$ cat src/rtl/dm_access_unit_if.sv
// Request/response and word-bus signals of dm_access_unit.
// slave = the access unit; master = the MEM stage plus the memory behind the bus.
interface dm_access_unit_if;
  logic        req_valid;
  logic        req_ready;
  logic [2:0]  req_op;
  logic [31:0] req_addr;
  logic [31:0] req_wdata;
  logic        rsp_done;
  logic [31:0] rsp_rdata;
  logic        rsp_err;
  logic        bus_req;
  logic        bus_we;
  logic [31:0] bus_addr;
  logic [3:0]  bus_be;
  logic [31:0] bus_wdata;
  logic [31:0] bus_rdata;
  logic        bus_ack;

  modport master (
    output req_valid, req_op, req_addr, req_wdata, bus_rdata, bus_ack,
    input  req_ready, rsp_done, rsp_rdata, rsp_err,
    input  bus_req, bus_we, bus_addr, bus_be, bus_wdata
  );

  modport slave (
    input  req_valid, req_op, req_addr, req_wdata, bus_rdata, bus_ack,
    output req_ready, rsp_done, rsp_rdata, rsp_err,
    output bus_req, bus_we, bus_addr, bus_be, bus_wdata
  );
endinterface

$ cat src/rtl/dm_access_unit.sv
// Load/store access unit: byte enables, store-lane replication, load extension, ack timeout.
// Define MISALIGN_TRAP_EN to answer misaligned word/half accesses with an error and no bus cycle.
module dm_access_unit #(
  parameter int unsigned TIMEOUT_CYCLES = 16
) (
  input logic             clk,
  input logic             rst,
  dm_access_unit_if.slave dm
);

  localparam int unsigned CntW = $clog2(TIMEOUT_CYCLES);
  localparam logic [CntW-1:0] CntLast = CntW'(TIMEOUT_CYCLES - 1);

  typedef enum logic [2:0] {
    OpLw  = 3'b000,
    OpLh  = 3'b001,
    OpLhu = 3'b010,
    OpLb  = 3'b011,
    OpLbu = 3'b100,
    OpSw  = 3'b101,
    OpSh  = 3'b110,
    OpSb  = 3'b111
  } dm_op_e;

  typedef enum logic {StIdle, StBus} state_e;

  function automatic logic is_store(dm_op_e op);
    return op inside {OpSw, OpSh, OpSb};
  endfunction

  function automatic logic is_word(dm_op_e op);
    return op inside {OpLw, OpSw};
  endfunction

  function automatic logic is_half(dm_op_e op);
    return op inside {OpLh, OpLhu, OpSh};
  endfunction

  function automatic logic [3:0] byte_en(dm_op_e op, logic [1:0] lo);
    if (is_word(op)) return 4'b1111;
    if (is_half(op)) return lo[1] ? 4'b1100 : 4'b0011;
    return 4'b0001 << lo;
  endfunction

  function automatic logic [31:0] store_data(dm_op_e op, logic [31:0] wd);
    if (is_word(op)) return wd;
    if (is_half(op)) return {2{wd[15:0]}};
    return {4{wd[7:0]}};
  endfunction

  function automatic logic [31:0] load_data(dm_op_e op, logic [1:0] lo, logic [31:0] rd);
    logic [7:0]  b;
    logic [15:0] h;
    b = rd[{lo, 3'b000} +: 8];
    h = lo[1] ? rd[31:16] : rd[15:0];
    case (op)
      OpLw:    return rd;
      OpLh:    return {{16{h[15]}}, h};
      OpLhu:   return {16'h0000, h};
      OpLb:    return {{24{b[7]}}, b};
      OpLbu:   return {24'h000000, b};
      default: return 32'h0000_0000;
    endcase
  endfunction

`ifdef MISALIGN_TRAP_EN
  function automatic logic misaligned(dm_op_e op, logic [1:0] lo);
    return (is_word(op) && (lo != 2'b00)) || (is_half(op) && lo[0]);
  endfunction
`endif

  state_e          state_q, state_d;
  logic [CntW-1:0] cnt_q, cnt_d;
  dm_op_e          op_q, op_d;
  logic [1:0]      lo_q, lo_d;
  logic            bus_req_q, bus_req_d;
  logic            bus_we_q, bus_we_d;
  logic [31:0]     bus_addr_q, bus_addr_d;
  logic [3:0]      bus_be_q, bus_be_d;
  logic [31:0]     bus_wdata_q, bus_wdata_d;
  logic            rsp_done_q, rsp_done_d;
  logic            rsp_err_q, rsp_err_d;
  logic [31:0]     rsp_rdata_q, rsp_rdata_d;
  dm_op_e          req_op;
  logic            trap;

  assign req_op = dm_op_e'(dm.req_op);

  always_comb begin
    state_d     = state_q;
    cnt_d       = cnt_q;
    op_d        = op_q;
    lo_d        = lo_q;
    bus_req_d   = bus_req_q;
    bus_we_d    = bus_we_q;
    bus_addr_d  = bus_addr_q;
    bus_be_d    = bus_be_q;
    bus_wdata_d = bus_wdata_q;
    rsp_done_d  = 1'b0;
    rsp_err_d   = 1'b0;
    rsp_rdata_d = 32'h0000_0000;
`ifdef MISALIGN_TRAP_EN
    trap = misaligned(req_op, dm.req_addr[1:0]);
`else
    trap = 1'b0;
`endif
    unique case (state_q)
      StIdle: begin
        if (dm.req_valid) begin
          op_d  = req_op;
          lo_d  = dm.req_addr[1:0];
          cnt_d = '0;
          if (trap) begin
            // Completes straight from idle; the bus never sees the access.
            rsp_done_d = 1'b1;
            rsp_err_d  = 1'b1;
          end else begin
            bus_req_d   = 1'b1;
            bus_we_d    = is_store(req_op);
            bus_addr_d  = {dm.req_addr[31:2], 2'b00};
            bus_be_d    = byte_en(req_op, dm.req_addr[1:0]);
            bus_wdata_d = store_data(req_op, dm.req_wdata);
            state_d     = StBus;
          end
        end
      end
      StBus: begin
        // An ack in the final timeout cycle still counts as a normal completion.
        if (dm.bus_ack) begin
          bus_req_d   = 1'b0;
          rsp_done_d  = 1'b1;
          rsp_rdata_d = load_data(op_q, lo_q, dm.bus_rdata);
          state_d     = StIdle;
        end else if (cnt_q == CntLast) begin
          bus_req_d  = 1'b0;
          rsp_done_d = 1'b1;
          rsp_err_d  = 1'b1;
          state_d    = StIdle;
        end else begin
          cnt_d = cnt_q + 1'b1;
        end
      end
    endcase
  end

  always_ff @(posedge clk or posedge rst) begin
    if (rst) begin
      state_q     <= StIdle;
      cnt_q       <= '0;
      op_q        <= OpLw;
      lo_q        <= 2'b00;
      bus_req_q   <= 1'b0;
      bus_we_q    <= 1'b0;
      bus_addr_q  <= 32'h0000_0000;
      bus_be_q    <= 4'b0000;
      bus_wdata_q <= 32'h0000_0000;
      rsp_done_q  <= 1'b0;
      rsp_err_q   <= 1'b0;
      rsp_rdata_q <= 32'h0000_0000;
    end else begin
      state_q     <= state_d;
      cnt_q       <= cnt_d;
      op_q        <= op_d;
      lo_q        <= lo_d;
      bus_req_q   <= bus_req_d;
      bus_we_q    <= bus_we_d;
      bus_addr_q  <= bus_addr_d;
      bus_be_q    <= bus_be_d;
      bus_wdata_q <= bus_wdata_d;
      rsp_done_q  <= rsp_done_d;
      rsp_err_q   <= rsp_err_d;
      rsp_rdata_q <= rsp_rdata_d;
    end
  end

  assign dm.req_ready = (state_q == StIdle);
  assign dm.rsp_done  = rsp_done_q;
  assign dm.rsp_err   = rsp_err_q;
  assign dm.rsp_rdata = rsp_rdata_q;
  assign dm.bus_req   = bus_req_q;
  assign dm.bus_we    = bus_we_q;
  assign dm.bus_addr  = bus_addr_q;
  assign dm.bus_be    = bus_be_q;
  assign dm.bus_wdata = bus_wdata_q;

endmodule

$ cat src/flat_wrapper.sv
// flat-port wrapper written by rule: the top's interface ports become plain ports
module dm_access_unit_flat 
#(
  parameter int unsigned TIMEOUT_CYCLES = 16
)
  (clk, rst, dm_req_valid, dm_req_op, dm_req_addr, dm_req_wdata, dm_bus_rdata, dm_bus_ack, dm_req_ready, dm_rsp_done, dm_rsp_rdata, dm_rsp_err, dm_bus_req, dm_bus_we, dm_bus_addr, dm_bus_be, dm_bus_wdata);
  dm_access_unit_if dm_i ();
  input logic clk;
  input logic rst;
  input wire logic [$bits(dm_i.req_valid)-1:0] dm_req_valid;
  input wire logic [$bits(dm_i.req_op)-1:0] dm_req_op;
  input wire logic [$bits(dm_i.req_addr)-1:0] dm_req_addr;
  input wire logic [$bits(dm_i.req_wdata)-1:0] dm_req_wdata;
  input wire logic [$bits(dm_i.bus_rdata)-1:0] dm_bus_rdata;
  input wire logic [$bits(dm_i.bus_ack)-1:0] dm_bus_ack;
  output wire logic [$bits(dm_i.req_ready)-1:0] dm_req_ready;
  output wire logic [$bits(dm_i.rsp_done)-1:0] dm_rsp_done;
  output wire logic [$bits(dm_i.rsp_rdata)-1:0] dm_rsp_rdata;
  output wire logic [$bits(dm_i.rsp_err)-1:0] dm_rsp_err;
  output wire logic [$bits(dm_i.bus_req)-1:0] dm_bus_req;
  output wire logic [$bits(dm_i.bus_we)-1:0] dm_bus_we;
  output wire logic [$bits(dm_i.bus_addr)-1:0] dm_bus_addr;
  output wire logic [$bits(dm_i.bus_be)-1:0] dm_bus_be;
  output wire logic [$bits(dm_i.bus_wdata)-1:0] dm_bus_wdata;
  assign dm_i.req_valid = dm_req_valid;
  assign dm_i.req_op = dm_req_op;
  assign dm_i.req_addr = dm_req_addr;
  assign dm_i.req_wdata = dm_req_wdata;
  assign dm_i.bus_rdata = dm_bus_rdata;
  assign dm_i.bus_ack = dm_bus_ack;
  assign dm_req_ready = dm_i.req_ready;
  assign dm_rsp_done = dm_i.rsp_done;
  assign dm_rsp_rdata = dm_i.rsp_rdata;
  assign dm_rsp_err = dm_i.rsp_err;
  assign dm_bus_req = dm_i.bus_req;
  assign dm_bus_we = dm_i.bus_we;
  assign dm_bus_addr = dm_i.bus_addr;
  assign dm_bus_be = dm_i.bus_be;
  assign dm_bus_wdata = dm_i.bus_wdata;
  dm_access_unit #(.TIMEOUT_CYCLES(TIMEOUT_CYCLES)) u_core (.clk(clk), .rst(rst), .dm(dm_i));
endmodule
$ cat config.mk
export PLATFORM = sky130hd
export DESIGN_NAME = dm_access_unit_flat
export DESIGN_NICKNAME = d
export VERILOG_FILES = /design/src/rtl/dm_access_unit_if.sv /design/src/rtl/dm_access_unit.sv /design/src/flat_wrapper.sv
export SDC_FILE = /design/constraint.sdc
export NUM_CORES = 1
export LEC_CHECK = 0
export ABC_AREA = 1
export CORE_ASPECT_RATIO = 0.9
export CORE_MARGIN = 5
export CORE_UTILIZATION = 40
export DETAILED_ROUTE_END_ITERATION = 16
export GPL_ROUTABILITY_DRIVEN = 0
export PLACE_DENSITY = 0.77
export SETUP_SLACK_MARGIN = 0.3
export SYNTH_ARGS = -nofsm -noshare
export SYNTH_HDL_FRONTEND = slang
export SYNTH_SLANG_ARGS = --single-unit
$ cat constraint.sdc
create_clock -name clk -period 3.7 [get_ports clk]
set_input_delay 0.925 -clock clk [delete_from_list [all_inputs] [get_ports clk]]
set_output_delay 0.925 -clock clk [all_outputs]
set_load 0.1 [all_outputs]
[After elaboration in Yosys (flattened, before gate mapping)]
Cells that the tools add are included.
Storage, ports and cells
  output and inout bits: 105
  flip-flop bits (word level): 112
  word-level logic and storage cells: 75
  input bits: 103
Cells by class
  reduce and logical (&&, ||, !) cells: 8
  shift-type cells: 2
  multiplexer cells: 37
  bitwise operators: 1
  eq/ne operators: 14
  $add $sub $neg: 1
Operators with widths (number)
  32-bit two-way mux: 6
  32-bit case mux with 5 select lines: 1
  4-bit two-way mux: 8
  32-bit by 6-bit variable part select with 8-bit output: 1
  1-bit two-way mux: 18
  16-bit two-way mux: 1
  3-bit equality test, second input constant: 4
  3-bit by 2-bit equality test with 1-bit output, second input constant: 3
  4-bit case mux with 2 select lines: 1
  3-bit by 1-bit equality test with 1-bit output, second input constant: 2
  3-bit zero test: 2
  2-bit != test, second input constant: 3
  3-bit nonzero test: 2
  4-bit by 1-bit adder with 4-bit output, second input constant: 1
  4-bit equality test, second input constant: 1
  1-bit case mux with 2 select lines: 2
  2-bit AND reduction: 2
  1-bit by 2-bit << shifter with 4-bit output, first input constant: 1
  3-bit != test, second input constant: 1
  3-bit AND reduction: 1
  2-bit nonzero test: 1
  1-bit inverter: 1

[Logic depth before layout (Yosys ltp)]
Gate-level depths: netlist of the first run.
  depth in word-level cells: 10
  depth in mapped cells: 10
  depth with buffers taken out: 8

[Worst setup path before layout of the first run]
OpenSTA, ideal clock, no wires.
  path type: reg2reg
  start point: reg u_core.state_q
  end point: reg u_core.bus_wdata_q[10] (netlist: u_core.dm.bus_wdata[10])
  slack: 1.708 ns
  library setup time: 0.123 ns
  stages on the path, launching flop included: 8
  buffers on the path: 1
  arrival time: 1.869 ns
  required time: 3.577 ns
  period minus slack after synthesis: 1.992 ns
  path through: dfrtp_1 inv_1 nand2_1 inv_2 clkbuf_1 nand2_1 inv_1 a21oi_1
Between the ends
  word-level cells in the longest chain between the ends: 2
Ends and longest elaborated chain
  start, declared: line dm_access_unit.sv:72  | state_e state_q, state_d;
  start signal, assigned: line dm_access_unit.sv:148  | state_q <= StIdle;
  start signal, assigned: line dm_access_unit.sv:161  | state_q <= state_d;
  1-bit inverter (no line)
  named net dm_req_ready: line flat_wrapper.sv:16  | output wire logic [$bits(dm_i.req_ready)-1:0] dm_req_ready;
  2-bit AND reduction (no line)
  end signal, assigned: line dm_access_unit.sv:169  | bus_wdata_q <= bus_wdata_d;
  end, declared: line dm_access_unit.sv:80  | logic [31:0] bus_wdata_q, bus_wdata_d;
The timed path passes the listed nets, and every way through them passes these cells.
A chain may end at the register's enable or synchronous reset.

[Worst setup path after layout of the first run]
  start point: reg u_core.bus_wdata_q[14] (netlist: u_core.dm.bus_wdata[14])
  end point: out dm_bus_wdata[14]
RTL lines
  end, declared: line flat_wrapper.sv:24  | output wire logic [$bits(dm_i.bus_wdata)-1:0] dm_bus_wdata;
No word-level cell between the ends.

==> results.txt, run 1 <==
The H-tree depth reported by CTS is 3. Dividing the synthesized area by the synthesized cell count gives 7.33 um^2. The remaining global-route overflow came out at 0. The count of nets left with antenna violations once routing finished came out at 0. The clock slew seen by the registers of the worst setup and hold paths came out at 0.08 ns. The first routing iteration left 421 violations. The tool flagged a number of max-cap violations equal to 0. Hold timing on the final database bottoms out at a slack of 0.479 ns. For this run, the register share of the synthesized area comes to 50.9%. The slack of the worst reg-to-reg path is 1.41 ns. The area of the core came out at 13400 um^2. The origin of the worst min-delay path is u_core.dm.bus_addr[20]$_DFFE_PP0P_. The final critical path takes up 76.8% of the cycle.

The kind of end point of the critical path is a primary output. The clock latency on the worst-skew pair came out at 0.36 ns. After clock tree synthesis, the flow added hold-fix buffers numbering 0.

The number of buffer cells added on primary ports is 205. The per-cell routed wire length is 14.6 um. The largest buffer count on any clock path is 2. The number of warnings printed during yosys synthesis is 0. Leaving out fill and tap cells, the most frequent cell in the layout is sky130_fd_sc_hd__nand2_1. The number of clock sinks is 112. The fraction of layout instances using a drive strength above 1 is 5.63%.

The maximum number of pins on one net before global-route repair is 63. The count of placed standard cells including taps is 1094. The worst slew margin relative to its limit is 31.5%. Cells fill 58.9% of the core in the end.

Setup repair after global routing left no endpoint under its margin. The kind of cell adding the most delay to the critical path is buffers and inverters. The startpoint type of the worst setup path is a flip-flop. In the layout the commonest cells are sky130_fd_sc_hd__nand2_1, sky130_fd_sc_hd__clkdlybuf4s50_1, sky130_fd_sc_hd__dfrtp_1. The first detailed-routing pass ran for 5 iterations.

The post-CTS repair timing setup buffer count is 0. The non-filler instance count after layout came out at 1110. The final setup skew came out at 0.00851 ns. In this run the critical register-to-register path is captured at u_core.dm.rsp_rdata[24]$_DFF_PP0_. The placed wire-length estimate after detailed placement is 12.1 mm. For this run, the slowest stage of the critical path takes 1.16 ns.

The number of instances in the synthesized netlist is 751. The arrival time of the worst setup path is 1.92 ns. The number of CTS-inserted buffers came out at 9. The final critical-path required period is 2.84 ns. For hold timing, the worst endpoint is u_core.dm.bus_addr[20]$_DFFE_PP0P_. Counting instances, the worst hold path has a depth of 2. The buffers plus inverters on the worst setup path came out at 1. Traced cell by cell, the critical path runs through clkdlybuf4s50_1. The number of remaining DRC errors came out at 0. The net count reported at finish came out at 1041. The summed instance area of the synthesized netlist came out at 5500 um^2.

The max-slew violation total from the final report came to 0. The fmax is 352 MHz. The TritonCTS clock tree is done.

The starting utilization of the core area came out at 41.0%. The setup path with the least slack is of type reg2out. The first global-routing pass estimated 26.3 mm of wire.

The total routing usage reported by global routing came out at 20.4%. The repair_antennas step left the layout with diodes totalling 0. 208 I/O pins were placed. The horizontal die dimension came out at 134 um. The tree is rooted in a sky130_fd_sc_hd__clkbuf_16. The total negative slack for setup checks is 0 ns. The min-delay analysis places its worst path in the category reg2reg. The hold violation count in the final report came to 0. The vertical die dimension is 121 um.

The worst reg-to-reg path cell count came out at 7. The startpoint identified for the worst register-to-register timing path is u_core.lo_q[0]$_DFFE_PP0P_. The total die area is 16200 um^2. Row generation in the floorplan step produced 40 rows.

The worst endpoint required time came out at 2.77 ns. Yosys mapped the design onto 22 distinct sky130hd cell types. The growth of design area from synthesis to finish came out at 43.5%. The biggest fanout along the worst timing path is 2. The count of cells resized by post-cts repair came out at 0. The detailed-route vias per instance came out at 4.85. The final wirelength came out at 16.2 mm. The initial antenna violation count is 0. The routed layout has 5382 vias. The flow ran to the end, and the final reports show no timing, DRC or antenna violations. The register bit count reported by yosys came out at 112. The final-report setup violation count is 0. At the pin with the least slew margin, the transition time is 1.02 ns. The number of global-route vias before repair is 5227. The largest individual stage delay along the critical path comes from the cell sky130_fd_sc_hd__clkdlybuf4s50_1.
## state kept, by name, summed over array words and instances, names as in the netlist
name / flops
u_core.dm.bus_wdata: 32
u_core.dm.rsp_rdata: 32
u_core.dm.bus_addr: 30
u_core.cnt_q: 4
u_core.dm.bus_be: 4
u_core.op_q: 3
u_core.lo_q: 2
u_core.dm.bus_req: 1
u_core.dm.bus_we: 1
u_core.dm.rsp_done: 1
u_core.dm.rsp_err: 1
u_core.state_q: 1
## cells in the mapped netlist
| cell | instances | area share, % |
|---|---|---|
| sky130_fd_sc_hd__nand4_1 | 11 | 1.3 |
| sky130_fd_sc_hd__a21oi_2 | 1 | 0.16 |
| sky130_fd_sc_hd__buf_6 | 1 | 0.20 |
| sky130_fd_sc_hd__and2_1 | 1 | 0.11 |
| sky130_fd_sc_hd__buf_4 | 2 | 0.27 |
| sky130_fd_sc_hd__clkbuf_1 | 13 | 0.89 |
| sky130_fd_sc_hd__o21ai_1 | 1 | 0.091 |
| sky130_fd_sc_hd__inv_2 | 3 | 0.20 |
| sky130_fd_sc_hd__mux2i_1 | 1 | 0.18 |
| sky130_fd_sc_hd__nor2_1 | 32 | 2.2 |
| sky130_fd_sc_hd__buf_1 | 1 | 0.068 |
| sky130_fd_sc_hd__nand2_2 | 4 | 0.45 |
| sky130_fd_sc_hd__o21ai_0 | 32 | 2.9 |
| sky130_fd_sc_hd__a21oi_1 | 43 | 3.9 |
| sky130_fd_sc_hd__inv_1 | 105 | 7.2 |
| sky130_fd_sc_hd__nand2_1 | 281 | 19 |
| sky130_fd_sc_hd__or2_1 | 1 | 0.11 |
| sky130_fd_sc_hd__ha_1 | 1 | 0.23 |
| sky130_fd_sc_hd__buf_2 | 20 | 1.8 |
| sky130_fd_sc_hd__nand3_1 | 84 | 7.6 |
| sky130_fd_sc_hd__conb_1 | 1 | 0.068 |
| sky130_fd_sc_hd__dfrtp_1 | 112 | 51 |
## layer usage
layer | GRT usage, % | wire (um) | vias up
li1 | - | - | 2684
met2 | 32.2 | 7500 | 229
met5 | 0 | 0 | -
met3 | 8.08 | 1540 | 24
met4 | 6.04 | 294 | 0
met1 | 26.1 | 6900 | 2445
## worst max path at each step
stage	start	endpoint	slack (ns)	depth (start not counted)
after global placement	dm_req_op[2]	u_core.dm.bus_be[1]$_DFFE_PP0P_	0.78	7
after floorplan	rst	u_core.cnt_q[0]$_DFFE_PP0P_	1.42	1
final	u_core.dm.bus_wdata[14]$_DFFE_PP0P_	dm_bus_wdata[14]	0.86	1
after CTS	u_core.dm.bus_wdata[29]$_DFFE_PP0P_	dm_bus_wdata[29]	0.85	1
after global routing	u_core.dm.bus_wdata[29]$_DFFE_PP0P_	dm_bus_wdata[29]	0.82	1
after detailed placement	dm_req_op[2]	u_core.dm.bus_wdata[21]$_DFFE_PP0P_	0.73	6
## logic make-up (layout without fill, tap and decap cells)
kind of cell    after synthesis  after routing  share of synthesized area [%]
compound gates               77             77                           7.07
other cells                   1              2                         0.0681
flops                       112            112                           50.9
buf+inv                     145            335                           10.6
fa+ha+maj                     1              1                          0.227
mux                           1              1                          0.182
simple gates                414            414                           30.9
## final cells by class
| type | instances | area (um^2) |
|---|---|---|
| inverters | 108 | 409 |
| clock inverters | 7 | 71.3 |
| well taps | 168 | 210 |
| flip-flops and latches | 112 | 2800 |
| clock buffers | 9 | 225 |
| repair buffers | 211 | 2060 |
| multi-input cells | 495 | 2120 |
| fillers | 1237 | 5510 |
## stage by stage
stage | instance area (um^2) | setup WS, ns
after floorplan | 5510 | 1.42
after global placement | 7600 | 0.779
after detailed placement | 7600 | 0.726
after CTS | 7900 | 0.848
after global routing | 7900 | 0.822
final | 7900 | 0.859
Power of run 1 is not shown: default switching activity piles up to over one toggle a cycle in this logic, so the estimate is an artifact.
==> run 2, diff against run 1 <==
Clock period 3.7 ns to 2.45 ns, I/O delays scaled along.
==> results.txt, run 2 (same netlist as run 1, synthesis figures left out) <==
The net count reported at finish is 1049. Once detail routing completed, the nets flagged for antenna violations numbered 0. The H-tree depth reported by CTS is 3. The initial antenna violation count is 0.

For this design, the CTS-stage hold fixing added 0 buffers. On the worst path, the slowest cell contributes a delay of 0.51 ns. The terminus of the critical flop-to-flop path is u_core.dm.rsp_rdata[28]$_DFF_PP0_.

The transition at the pin with the smallest max-transition slack is 0.692 ns. Tracing the worst setup path back leads to its startpoint at dm_req_op[0]. The placed wire-length estimate after detailed placement is 11.8 mm. The reg-to-reg critical path startpoint is u_core.lo_q[1]$_DFFE_PP0P_. The area of all sequential standard cells is 2800 um^2. The worst slew margin relative to its limit is 53.8%. The clock period could shrink to 1.89 ns. The most common cell after layout, fill and taps aside is sky130_fd_sc_hd__nand2_1. The detailed-route via count came out at 5355.

The arrival time of the worst setup path is 2.17 ns. The remaining global-route overflow came out at 0. For this configuration, the core starts out at a cell density of 41.0%. The maximum number of pins on one net before global-route repair came out at 113. The startpoint type of the worst setup path is a primary input. Between clock sinks in the finished design, the worst skew comes to 0.00617 ns. The count of standard-cell rows came out at 40. The final worst-path cycle share is 77.3%. The path with the worst hold slack has its endpoint at u_core.dm.bus_addr[24]$_DFFE_PP0P_. The root buffer cell chosen for the clock tree is sky130_fd_sc_hd__clkbuf_16.

Setup repair after global routing left no endpoint under its margin. The multi-input gate area in the final layout came out at 2120 um^2. Summed over all layers, the routed wires come to 16.2 mm.

The largest buffer count on any clock path came out at 2. The fmax is 528 MHz. The number of buffer cells added on primary ports came out at 205. The I/O pin count is 208.

The worst setup path is captured at a flip-flop. The post-CTS repair timing setup buffer count is 0. Clock-pin slew was measured on the worst setup and hold paths at 0.08 ns. The worst setup path is of the in2reg kind. The worst hold path belongs to the class reg2reg.

The worst hold path begins at u_core.dm.bus_addr[24]$_DFFE_PP0P_. The number of antenna cells inserted came out at 0. At the later pin of the worst-skew pair, clock insertion delay measures 0.35 ns. Global routing used 20.3% of the available tracks across all layers. The filler cell count in the final layout came out at 1234. The max-slew violation total from the final report is 0. The global-route wire length before repair is 26.3 mm. The number of CTS-inserted buffers is 9. The area of the core is 13400 um^2. For this run, design rule violations remaining after detail routing come to 0.

Traced cell by cell, the critical path runs through clkdlybuf4s50_1, inv_1, nand2_2, nand3_1, nand2_1, nand3_1, a21oi_1. The number of DRC violations after detailed-routing iteration 0 came out at 401. The number of clock sinks came out at 112. Using the TritonRoute via totals, the vias-per-cell ratio works out to 4.79. The total die area is 16200 um^2. After routing, the total negative slack on setup checks comes to 0 ns. The vertical die dimension came out at 121 um. The count of TritonRoute iterations in the first routing pass is 5. The number of global-route vias before repair is 5230. The TritonCTS clock tree is done.

The run finished with clean final reports. Dividing the detail-routed wire length by the instance count gives 14.5 um. Across the run, the number of max-cap violations was 0. In this run the worst path has a maximum fanout of 10. The cell repeated most along the worst path is sky130_fd_sc_hd__nand3_1. The growth of design area from synthesis to finish is 41.7%. The horizontal die dimension is 134 um. The depth of the worst hold-timing path is 2. The slack of the worst reg-to-reg path is 0.69 ns. The count of cells resized by post-cts repair is 0. The worst endpoint required time came out at 2.72 ns. The fraction of layout instances using a drive strength above 1 came out at 15.1%. The hold violation count in the final report came to 0. Among all stages on the critical path, the largest delay is contributed by sky130_fd_sc_hd__clkdlybuf4s50_1. The worst reg-to-reg path cell count is 7. Setup violations remaining at the end of the flow were counted as 0.

In the layout the commonest cells are sky130_fd_sc_hd__nand2_1, sky130_fd_sc_hd__buf_4, sky130_fd_sc_hd__dfrtp_1.
[run 2: cell type report]
cell class                 count  area share [%]
clock buffer                   9            2.89
clock inverter                 7            1.01
inverter                     108            5.25
multi-input combinational    495            27.2
sequential                   112            35.9
tap                          168            2.70
timing repair buffer         219            25.0
[run 2: per-stage QoR]
stage	std cells	hold slack (ns)	instance area, um^2	worst slack (ns)	utilization [%]
2_1_floorplan	752	0.497	5510	0.458	-
3_3_place_gp	1102	0.463	7490	0.296	55.9
3_5_place_dp	1102	0.467	7490	0.214	55.9
4_1_cts	1118	0.487	7800	0.598	58.1
5_1_grt	1118	0.504	7800	0.433	58.1
6_report	1118	0.482	7800	0.556	58.1
[run 2: routing by layer]
| metal | vias up | track usage, % | wire, um |
|---|---|---|---|
| li1 | 2687 | - | - |
| met1 | 2465 | 26.6 | 6870 |
| met2 | 193 | 32.6 | 7670 |
| met3 | 10 | 6.67 | 1470 |
| met4 | 0 | 5.01 | 174 |
| met5 | - | 0 | 0 |
[run 2: worst max-delay path by stage]
stage	endpoint	slack, ns	depth (start not counted)
after floorplan	u_core.dm.bus_wdata[10]$_DFFE_PP0P_	0.46	7
after global placement	u_core.dm.bus_wdata[15]$_DFFE_PP0P_	0.30	7
after detailed placement	u_core.dm.bus_wdata[15]$_DFFE_PP0P_	0.21	7
after CTS	u_core.dm.bus_wdata[12]$_DFFE_PP0P_	0.60	7
after global routing	u_core.dm.bus_wdata[27]$_DFFE_PP0P_	0.43	7
final	u_core.dm.bus_wdata[12]$_DFFE_PP0P_	0.56	7
[run 2: critical path: cells and delay by family]
family	cells	cell delay [ns]
buffers and inverters	2	0.60
and+or+nand+nor	4	0.79
AOI/OAI and AO/OA	1	0.16
Power of run 2 is left out for the same reason.
==> run 3, diff against run 2 <==
Settings changed: CORE_UTILIZATION 40 to 45, PLACE_DENSITY 0.77 to 0.81.
Clock period 2.45 ns to 2 ns, I/O delays scaled along.
==> results.txt, run 3 (same netlist as run 1, synthesis figures left out) <==
Measured along the y axis, the die boundary spans 115 um. Static timing analysis puts the maximum clock frequency at 619 MHz. The worst setup path is launched from a flip-flop.

In the final layout, the share of cells above drive strength 1 is 16.2%. Global routing used 23.8% of the available tracks. STA classifies the critical path endpoint as a primary output. The kind of cell adding the most delay to the critical path is flip-flops. The final wirelength is 16.9 mm.

By startpoint and endpoint, the worst setup path is classified as reg2out. The max-slew violation total from the final report is 0. For this configuration, the core starts out at a cell density of 45.8%. TritonCTS created 9 clock buffers.

The final-layout worst hold slack is 0.543 ns. The clock tree root driver cell is sky130_fd_sc_hd__clkbuf_16. The number of global-route vias before repair is 5562. The first global-routing pass estimated 27.6 mm of wire. The filler cell count in the final layout came out at 844.

For this block, the via count after detailed routing is 5556. In this run the remaining antenna-violating nets after routing total 0. STA puts the critical path data required time at 1.50 ns. The remaining global-route overflow came out at 0.

The number of antenna diodes in the final layout is 0. The largest buffer count on any clock path came out at 2. The met3 wire length is 1.96 mm. The HPWL after detailed placement is 12.8 mm. The area of the core came out at 12000 um^2. The first detailed-routing pass took 5 iterations. In this run the worst path has a maximum fanout of 5. The final-report setup violation count is 0. Across the routed clock network, the largest skew measured is 0.00650 ns. TritonCTS built the clock tree. The detailed-route vias per instance is 4.98. The maximum number of pins on one net before global-route repair is 61. For the worst setup path, the data arrival time is 1.12 ns. The initial antenna violation count came to 0. The final critical-path required period is 1.62 ns. The wire length on met1 is 6.33 mm. In the layout the commonest cells are sky130_fd_sc_hd__nand2_1, sky130_fd_sc_hd__dfrtp_1, sky130_fd_sc_hd__inv_1. The horizontal die dimension is 127 um. The count of standard-cell rows came out at 38.

The number of buffers and inverters on the critical path is 2. The utilization after layout came out at 73.6%. The final worst-path cycle share came out at 80.8%. The per-cell routed wire length is 15.2 um. The hold violation count in the final report is 0. The flow ran to the end, and the final reports show no timing, DRC or antenna violations. In this run, post-CTS hold repair placed 0 buffers. Relative to the synthesized area, the layout overhead comes to 60.9%.

The largest individual stage delay along the critical path comes from the cell sky130_fd_sc_hd__dfrtp_2. The number of DRC violations after detailed-routing iteration 0 came out at 505. The largest stage delay on the critical path came out at 0.43 ns. After clock tree synthesis, the clock-pin slew on the worst setup and hold paths is 0.07 ns. The I/O pin count is 208. The number of max-capacitance violations reported came out at 0. The library cell used most frequently in the layout, excluding fill and tap cells, is sky130_fd_sc_hd__nand2_1. The routed length on met2 is 8.28 mm. The number of clock sinks came out at 112.

Setup repair after global routing left no endpoint under its margin. The total die area is 14500 um^2. The class of the tightest hold or removal check is reg2reg. The net count reported at finish is 1054. The clock latency on the worst-skew pair is 0.35 ns. The signal on the critical path passes through clkinvlp_4, buf_12. In this run the top signal layer used is met4.

The H-tree depth reported by CTS is 3. The total negative slack for setup checks came out at 0 ns. The multi-input gate area in the final layout came out at 2140 um^2. The number of buffer cells added on primary ports is 205. For this run, design rule violations remaining after detail routing come to 0. The area of all sequential standard cells is 2800 um^2.
## run 3: final cells by class
type	count	area share, %
clock buffer	10	2.70
clock inverter	6	0.763
inverter	108	4.66
multi-input combinational	495	24.2
sequential	112	31.7
tap	160	2.26
timing repair buffer	224	33.7
## run 3: path summary, 6_finish.rpt
kind / end / from / slack, ns / cells after the start
worst min-delay path: u_core.dm.bus_addr[8]$_DFFE_PP0P_ / u_core.dm.bus_addr[8]$_DFFE_PP0P_ / 0.54 / 2
max in group asynchronous: u_core.state_q$_DFF_PP0_ / rst / 1.10 / 3
worst max-delay path: dm_req_ready / u_core.state_q$_DFF_PP0_ / 0.38 / 2
worst max register to register: u_core.dm.rsp_rdata[16]$_DFF_PP0_ / u_core.lo_q[1]$_DFFE_PP0P_ / 0.42 / 7
min in group asynchronous: u_core.dm.rsp_rdata[7]$_DFF_PP0_ / rst / 0.61 / 3
worst min register to register: u_core.dm.bus_addr[8]$_DFFE_PP0P_ / u_core.dm.bus_addr[8]$_DFFE_PP0P_ / 0.54 / 2
## run 3: worst register-to-register path, stage by stage, from the launching register on
cell,delay (ns)
sky130_fd_sc_hd__dfrtp_1,0.43
sky130_fd_sc_hd__inv_2,0.23
sky130_fd_sc_hd__nand2_1,0.11
sky130_fd_sc_hd__nand2_1,0.08
sky130_fd_sc_hd__or2_2,0.35
sky130_fd_sc_hd__nand3_1,0.14
sky130_fd_sc_hd__nand2_1,0.09
sky130_fd_sc_hd__inv_1,0.05
## run 3: routing by layer
metal,vias up,track usage [%]
li1,2708,-
met3,26,11.0
met5,-,0
met1,2575,27.7
met2,247,40.6
met4,0,5.22
## run 3: stage by stage
step                      setup slack (ns)  instances  area, um^2
final                                0.384       1115        8850
after global routing                 0.287       1115        8850
after CTS                            0.303       1115        8840
after detailed placement           -0.0960       1099        8530
after global placement            -0.00888       1099        8530
after floorplan                      0.143        752        5520
## run 3: repair_timing
| item | in CTS | in global routing |
|---|---|---|
| setup buffers | 0 | 0 |
| gates resized for setup | 1 | 5 |
| setup endpoints to repair | 17 | 23 |
Power of run 3 is left out for the same reason.
